**config.mk**
```make
export PLATFORM = sky130hd
export DESIGN_NAME = add100_chunk_ctrl
export DESIGN_NICKNAME = d
export VERILOG_FILES = /design/src/rtl/add100_chunk_ctrl.sv
export SDC_FILE = /design/constraint.sdc
export NUM_CORES = 1
export LEC_CHECK = 0
export ABC_AREA = 1
export ABC_CLOCK_PERIOD_IN_PS = 2540
export CAP_MARGIN = 20
export CORE_ASPECT_RATIO = 1.25
export CORE_MARGIN = 8
export CORE_UTILIZATION = 45
export DETAILED_ROUTE_END_ITERATION = 7
export PLACE_DENSITY = 0.91
export SLEW_MARGIN = 10
export SYNTH_ARGS = -nofsm -noshare
export SYNTH_HDL_FRONTEND = slang
export SYNTH_SLANG_ARGS = --single-unit
```
**constraint.sdc**
```tcl
create_clock -name clk -period 2.54 [get_ports clk]
set_clock_uncertainty 0.05 [all_clocks]
set_input_delay 0.254 -clock clk [delete_from_list [all_inputs] [get_ports clk]]
set_output_delay 0.254 -clock clk [all_outputs]
set_load 0.01 [all_outputs]
```
**src/rtl/add100_chunk_ctrl.sv**
```systemverilog
// Purpose : chunked operand loader / result drainer around the external 100-bit adder.
// Latency : last input beat at edge t -> EVAL in cycle t..t+1 -> first out_valid after edge t+1.
// Backpr. : out_ready=0 holds out_sum/out_last/out_cout; in_ready=0 outside LOAD (input ignored).
//
// Ports:
//   clk, resetn           single clock, async active-low reset
//   in_valid/in_ready     input beat handshake; in_a/in_b chunk (LSB chunk first), in_cin on beat 0
//   add_a/add_b/add_cin   operand registers driven to the adder at all times
//   add_sum/add_cout      adder result and per-bit carry vector, captured in EVAL
//   out_valid/out_ready   output beat handshake; out_sum chunk, out_cout final carry, out_last on MSB beat
//   out_ovf               signed overflow, present only when ADD100_OVF_EN is defined
module add100_chunk_ctrl #(
    parameter int CHUNK_W = 25
) (
    input  logic               clk,
    input  logic               resetn,
    input  logic               in_valid,
    output logic               in_ready,
    input  logic [CHUNK_W-1:0] in_a,
    input  logic [CHUNK_W-1:0] in_b,
    input  logic               in_cin,
    output logic [99:0]        add_a,
    output logic [99:0]        add_b,
    output logic               add_cin,
    input  logic [99:0]        add_sum,
    input  logic [99:0]        add_cout,
    output logic               out_valid,
    input  logic               out_ready,
    output logic [CHUNK_W-1:0] out_sum,
    output logic               out_cout,
`ifdef ADD100_OVF_EN
    output logic               out_ovf,
`endif
    output logic               out_last
);

    localparam int NCHUNK = 100 / CHUNK_W;
    localparam int CNT_W  = $clog2(NCHUNK);

    generate
        if (!(CHUNK_W == 10 || CHUNK_W == 20 || CHUNK_W == 25 || CHUNK_W == 50)) begin : g_bad_chunk_w
            $error("add100_chunk_ctrl: CHUNK_W must be one of 10, 20, 25, 50");
        end
    endgenerate

    typedef enum logic [1:0] {
        ST_LOAD  = 2'd0,
        ST_EVAL  = 2'd1,
        ST_DRAIN = 2'd2
    } state_t;

    state_t             state_q, state_d;
    logic [CNT_W-1:0]   cnt_q, cnt_d;
    logic [99:0]        a_q, a_d;
    logic [99:0]        b_q, b_d;
    logic               cin_q, cin_d;
    logic [99:0]        res_q, res_d;
    logic               cout_q, cout_d;
    logic               cnt_last;
`ifdef ADD100_OVF_EN
    logic               ovf_q, ovf_d;
`endif

    // Only the top carries are consumed; the rest of the vector is intentionally unused.
    logic unused_cout;
    assign unused_cout = ^add_cout[97:0];

    assign cnt_last = (cnt_q == CNT_W'(NCHUNK - 1));

    always_comb begin
        state_d = state_q;
        cnt_d   = cnt_q;
        a_d     = a_q;
        b_d     = b_q;
        cin_d   = cin_q;
        res_d   = res_q;
        cout_d  = cout_q;
`ifdef ADD100_OVF_EN
        ovf_d   = ovf_q;
`endif
        case (state_q)
            ST_LOAD: begin
                if (in_valid) begin
                    a_d[int'(cnt_q)*CHUNK_W +: CHUNK_W] = in_a;
                    b_d[int'(cnt_q)*CHUNK_W +: CHUNK_W] = in_b;
                    if (cnt_q == '0) begin
                        cin_d = in_cin;
                    end
                    if (cnt_last) begin
                        cnt_d   = '0;
                        state_d = ST_EVAL;
                    end else begin
                        cnt_d = cnt_q + CNT_W'(1);
                    end
                end
            end
            ST_EVAL: begin
                // Operands have been stable for this whole cycle, so the ripple has settled.
                res_d   = add_sum;
                cout_d  = add_cout[99];
`ifdef ADD100_OVF_EN
                ovf_d   = add_cout[99] ^ add_cout[98];
`endif
                state_d = ST_DRAIN;
            end
            ST_DRAIN: begin
                if (out_ready) begin
                    if (cnt_last) begin
                        cnt_d   = '0;
                        state_d = ST_LOAD;
                    end else begin
                        cnt_d = cnt_q + CNT_W'(1);
                    end
                end
            end
            default: begin
                cnt_d   = '0;
                state_d = ST_LOAD;
            end
        endcase
    end

    always_ff @(posedge clk or negedge resetn) begin
        if (!resetn) begin
            state_q <= ST_LOAD;
            cnt_q   <= '0;
            a_q     <= '0;
            b_q     <= '0;
            cin_q   <= 1'b0;
            res_q   <= '0;
            cout_q  <= 1'b0;
`ifdef ADD100_OVF_EN
            ovf_q   <= 1'b0;
`endif
        end else begin
            state_q <= state_d;
            cnt_q   <= cnt_d;
            a_q     <= a_d;
            b_q     <= b_d;
            cin_q   <= cin_d;
            res_q   <= res_d;
            cout_q  <= cout_d;
`ifdef ADD100_OVF_EN
            ovf_q   <= ovf_d;
`endif
        end
    end

    assign add_a     = a_q;
    assign add_b     = b_q;
    assign add_cin   = cin_q;

    assign in_ready  = (state_q == ST_LOAD);
    assign out_valid = (state_q == ST_DRAIN);
    // Result chunk is gated so stale results never appear outside DRAIN.
    assign out_sum   = out_valid ? res_q[int'(cnt_q)*CHUNK_W +: CHUNK_W] : '0;
    assign out_last  = out_valid && cnt_last;
    assign out_cout  = cout_q;
`ifdef ADD100_OVF_EN
    assign out_ovf   = ovf_q;
`endif

endmodule

```
**Word-level counts from Yosys, hierarchy flattened**

Cells that the tools add are included.

- Add/sub/neg operators: 2
- Multipliers: 1
- Equality and inequality tests: 7
- Shift operators: 4
- Muxes and demuxes: 12
- Bitwise logic cells: 1
- Reduce and logical (&&, ||, !) cells: 7

Operators by type and width:

| cell | count |
|---|---|
| bitwise mux 100 bit | 2 |
| variable part select 25 x 33 -> 100 bit | 2 |
| variable shift 25 x 33 -> 100 bit (first input constant) | 1 |
| variable part select 100 x 8 -> 25 bit | 1 |
| negation 32 -> 33 bit | 1 |
| two-way mux 25 bit | 1 |
| two-way mux 2 bit | 7 |
| case mux 2 bit (3 select lines) | 2 |
| multiplier 2 x 5 -> 7 bit (second input constant) | 1 |
| != test 2 x 1 -> 1 bit (second input constant) | 3 |
| AND reduction 3 bit | 2 |
| equality test 2 bit (second input constant) | 2 |
| zero test 2 bit | 2 |
| AND reduction 4 bit | 1 |
| adder 2 x 1 -> 2 bit (second input constant) | 1 |
| equality test 2 x 1 -> 1 bit (second input constant) | 1 |
| != test 2 bit (second input constant) | 1 |
| AND reduction 2 bit | 1 |
| logical AND 1 bit | 1 |
| inverter 1 bit | 1 |

- Register bits: 306
- Output and inout port bits: 230
- Logic and storage cells: 41

**Longest topological paths before layout**

- Word-level depth: 4
- Depth in mapped cells: 10

**Worst setup path before layout**

No wires, ideal clock.

- Kind: reg-to-reg
- Start point: reg cnt_q[0]
- End point: reg a_q[0], in the netlist add_a[0]
- Library setup time: 0.065 ns
- Arrival: 2.090 ns
- Path slack: 0.335 ns
- Cell stages (with the launch flop): 10
- Buffers on the path: 4
- Cells stage by stage: dfrtp_1 buf_2 inv_2 clkbuf_1 ha_1 buf_2 nor3_2 clkbuf_1 nand3_1 nand2_1

- Cells in the longest elaborated chain, start to end: 4
- Elaborated cells on any way between the ends: 5
- Those cells by class: add/sub: 1; mul: 1; shift: 2; mux: 1

Ends and longest elaborated chain:

| what | RTL line | text |
|---|---|---|
| from (decl) | 53 | `logic [CNT_W-1:0] cnt_q, cnt_d;` |
| from (signal assigned) | 137 | `cnt_q <= cnt_d;` |
| multiplier 2 x 5 -> 7 bit (*) | 84 | `a_d[int'(cnt_q)*CHUNK_W +: CHUNK_W] = in_a;` |
| negation 32 -> 33 bit (*) | 84 |  |
| variable part select 25 x 33 -> 100 bit or variable shift 25 x 33 -> 100 bit (tied branches) | 84 |  |
| bitwise mux 100 bit (*) | 84 |  |
| to (signal assigned) | 127 | `a_q <= '0;` |
| to (signal assigned) | 138 | `a_q <= a_d;` |
| to (decl) | 54 | `logic [99:0] a_q, a_d;` |

Mark *: on every way between the ends. The rest lies on a longest branch, timed or not.
A chain may end at the register's enable or synchronous reset.

**Worst setup path after layout**

- Start point: reg cnt_q[0]
- End point: out out_sum[12]

- Cells in the longest elaborated chain, start to end: 3

Ends and longest elaborated chain:

| what | RTL line | text |
|---|---|---|
| multiplier 2 x 5 -> 7 bit | 156 | `assign out_sum = out_valid ? res_q[int'(cnt_q)*CHUNK_W +: CHUNK_W] : '0;` |
| variable part select 100 x 8 -> 25 bit | 156 |  |
| two-way mux 25 bit | 156 |  |
| to (decl) | 29 | `output logic [CHUNK_W-1:0] out_sum,` |

Every way passes these cells.

==> results.yml <==
worst_hold_path:
  hold_path_depth: 3
  holdPathEnd: "add_cin"
  hold_class: "in -> reg"
  holdCritStartpoint: "in_cin"
global_routing:
  grt_overflow_total: 0
  track_usage: 0.296
  grt_max_degree: 101
  antenna_found_initial: 1
  grt_pass1_vias: 13916
  grt_first_pass_wirelength_um: 81300
floorplanning:
  fp.dieH_um: 210
  coreArea_um2: 29800
  start_util: 0.452
  die_w_um: 171
  rows: 71
  dieArea_um2: 35800
  io_pins: 485
clocking:
  clockRootBuffer: "clkbuf_16"
  clock_latency_ps: 560
  numCtsBuffers: 29
  cts.clk_slew.worst_paths_ps: 70
  cts_tree: "done"
  cts.sinks: 306
  h-tree-depth: 1
  postCtsSetupRepairBufs: 0
  clockBufferDepth: 3
sta:
  hold_viol_final: 0
  period_minus_slack_ps: 2450
  max_freq_mhz: 408
  tightest_slew_ps: 1040
  slew_violations: 0
  grt_setup_unrepaired: "no"
  setup_viol: 0
  period_share: 0.965
  relSlewSlack: 0.306
yosys:
  yosysWarnings: 0
  synth.distinct_cells: 22
  seq_area_frac_synth: 0.567
  synth_nets: 1939
  synth_area_um2: 13500
  synthCells: 1678
  synth_seq_cells: 306
  synth.avg_cell_area_um2: 8.05
layout:
  mostFrequentLayoutCells: "566 x nand2_1, 358 x clkdlybuf4s50_1, 305 x dfrtp_1"
  postLayoutCellArea_um2: 18900
  nets: 2271
  multi_input_area_um2: 5030
  n_antenna_cell: 0
  fill_cells: 2252
  ff_latch_area_um2: 7660
  drive_above_1_share: 0.0561
  final_common_cell: "nand2_1"
  synthToLayoutAreaGrowth_pct: 39.7
placement:
  dpl-instance-area_um2: 17700
  port_buffers: 385
  dp_hpwl_um: 37200
  gp_congestion: 0.928
routing:
  drc_errors: 0
  drt_first_pass_iters: 6
  ant_nets: 0
  viasPerCell: 5.58
  routed_wl_um: 53900
  drtIter0Drc: 2111
  via_count: 13588
  wl_per_cell_um: 22.2
worst_setup_path:
  path_class: "reg -> out"
  r2r-start: "cnt_q[0]"
  r2r_cells: 7
  endpoint_kind: "output port"
  slowest_delay_ps: 460
  reg2reg_slack_ps: 90
  worstSetupStartpointType: "register"
  critPathTopFamily: "buffers and inverters"
  crit_path_start: "cnt_q[0]"
  cp.required_ps: 2240
  critPathBufInv: 2
  timing.rr.end: "add_a[51]"
  critPathMaxFanout: 20
  path_cells: "buf_12, nor2_1, nor2_2, nand2_1, a21oi_2, dlygate4sd2_1"
  crit_slowest_cell: "dfrtp_2"
  arrival_ps: 2150
power_and_ir_drop:
  pwr_density_cell_nw_per_um2: 1250
  ir_drop_mv: 0.833
  leakage_uw: 0.00911
  total_power_uw: 23600
  p_clk_frac: 0.199
  p_sw_frac: 0.412
  power.internal_uw: 13900
  switching_power_uw: 9740
  pwr-share-seq: 0.330
  p_comb_frac: 0.470
run:
  maxCapViolCount: 0
status:
  status: "complete, no violations"
-- flip-flops by register name, indices dropped and copies added (netlist names) --
name	cells
add_b	100
add_cin	1
res_q	100
add_a	100
cnt_q	2
out_cout	1
state_q	2
-- what timing repair did --
action                                  4_1_cts  5_1_grt
endpoints found under the setup margin       26        3
resized for setup                            39        3
endpoints found under the hold margin        62        0
cloned                                        2        0
hold buffers                                  1        0
pin swaps                                     3        0
-- through the flow --
step	setup TNS (ps)	setup WS [ps]	cells	util	hold slack, ps
4_1_cts	-176	-176	2433	0.632	156
3_3_place_gp	0	196	2377	0.594	211
3_5_place_dp	0	194	2377	0.594	212
6_report	0	87.7	2433	0.632	174
5_1_grt	0	30.4	2433	0.632	186
2_1_floorplan	0	335	1678	-	-91.6
-- worst max-delay path by stage --
stage / endpoint / slack (ps) / cells after the start
2_1_floorplan: add_a[0] / 340 / 9
3_3_place_gp: out_sum[12] / 200 / 6
3_5_place_dp: out_sum[12] / 190 / 6
4_1_cts: out_sum[16] / -180 / 5
5_1_grt: add_a[51] / 30 / 7
6_report: out_sum[12] / 90 / 6
-- cell usage after synthesis (all sizes together) --
cell type	count	area, um^2
nor2	178	698
clkbuf	51	191
a21oi	100	500
nand4	3	18.8
dfrtp	306	7660
nor3	2	15.0
inv	95	357
clkinv	1	3.75
ha	6	75.1
o21ai	95	475
buf	67	332
o211ai	1	7.51
nand3	205	1040
nand2	568	2130
-- layout make-up --
class,count,area share
clock buffer,38,0.0429
multi-input combinational,1158,0.267
clock inverter,15,0.0113
inverter,96,0.0194
sequential,306,0.406
tap,401,0.0266
timing repair buffer,419,0.227
-- kinds of logic after synthesis --
| logic type | after synthesis | share of synthesized area |
|---|---|---|
| AO/OA/AOI/OAI | 196 | 0.0728 |
| adder cells (fa/ha/maj) | 6 | 0.00556 |
| buffers and inverters | 214 | 0.0654 |
| flip-flops | 306 | 0.567 |
| AND/OR/NAND/NOR | 956 | 0.289 |
-- layer usage --
metal | vias up | wire (um) | track usage
met5 | - | 13 | 0
met4 | 2 | 4330 | 0.205
met3 | 216 | 5870 | 0.0731
met2 | 1015 | 25900 | 0.500
met1 | 6402 | 17800 | 0.321
li1 | 5953 | - | -
-- worst reg2reg max path, delay by kind of cell (launching register included) --
| kind | cells | cell delay [ps] |
|---|---|---|
| buffers and inverters | 3 | 670 |
| adders and majority gates | 1 | 580 |
| DFF | 1 | 460 |
| and+or+nand+nor | 2 | 290 |
| AOI/OAI and AO/OA | 1 | 280 |
-- power by group through the flow --
stage          clock (uW)  sequential [uW]  combinational, uW
2_1_floorplan           0             8060               4850
4_1_cts              4740             7750              11000
3_5_place_dp            0             7780              10900
3_3_place_gp            0             7670              10600
5_1_grt              4910             7940              11900
6_report             4710             7800              11100
(Power assumes the default switching activity.)
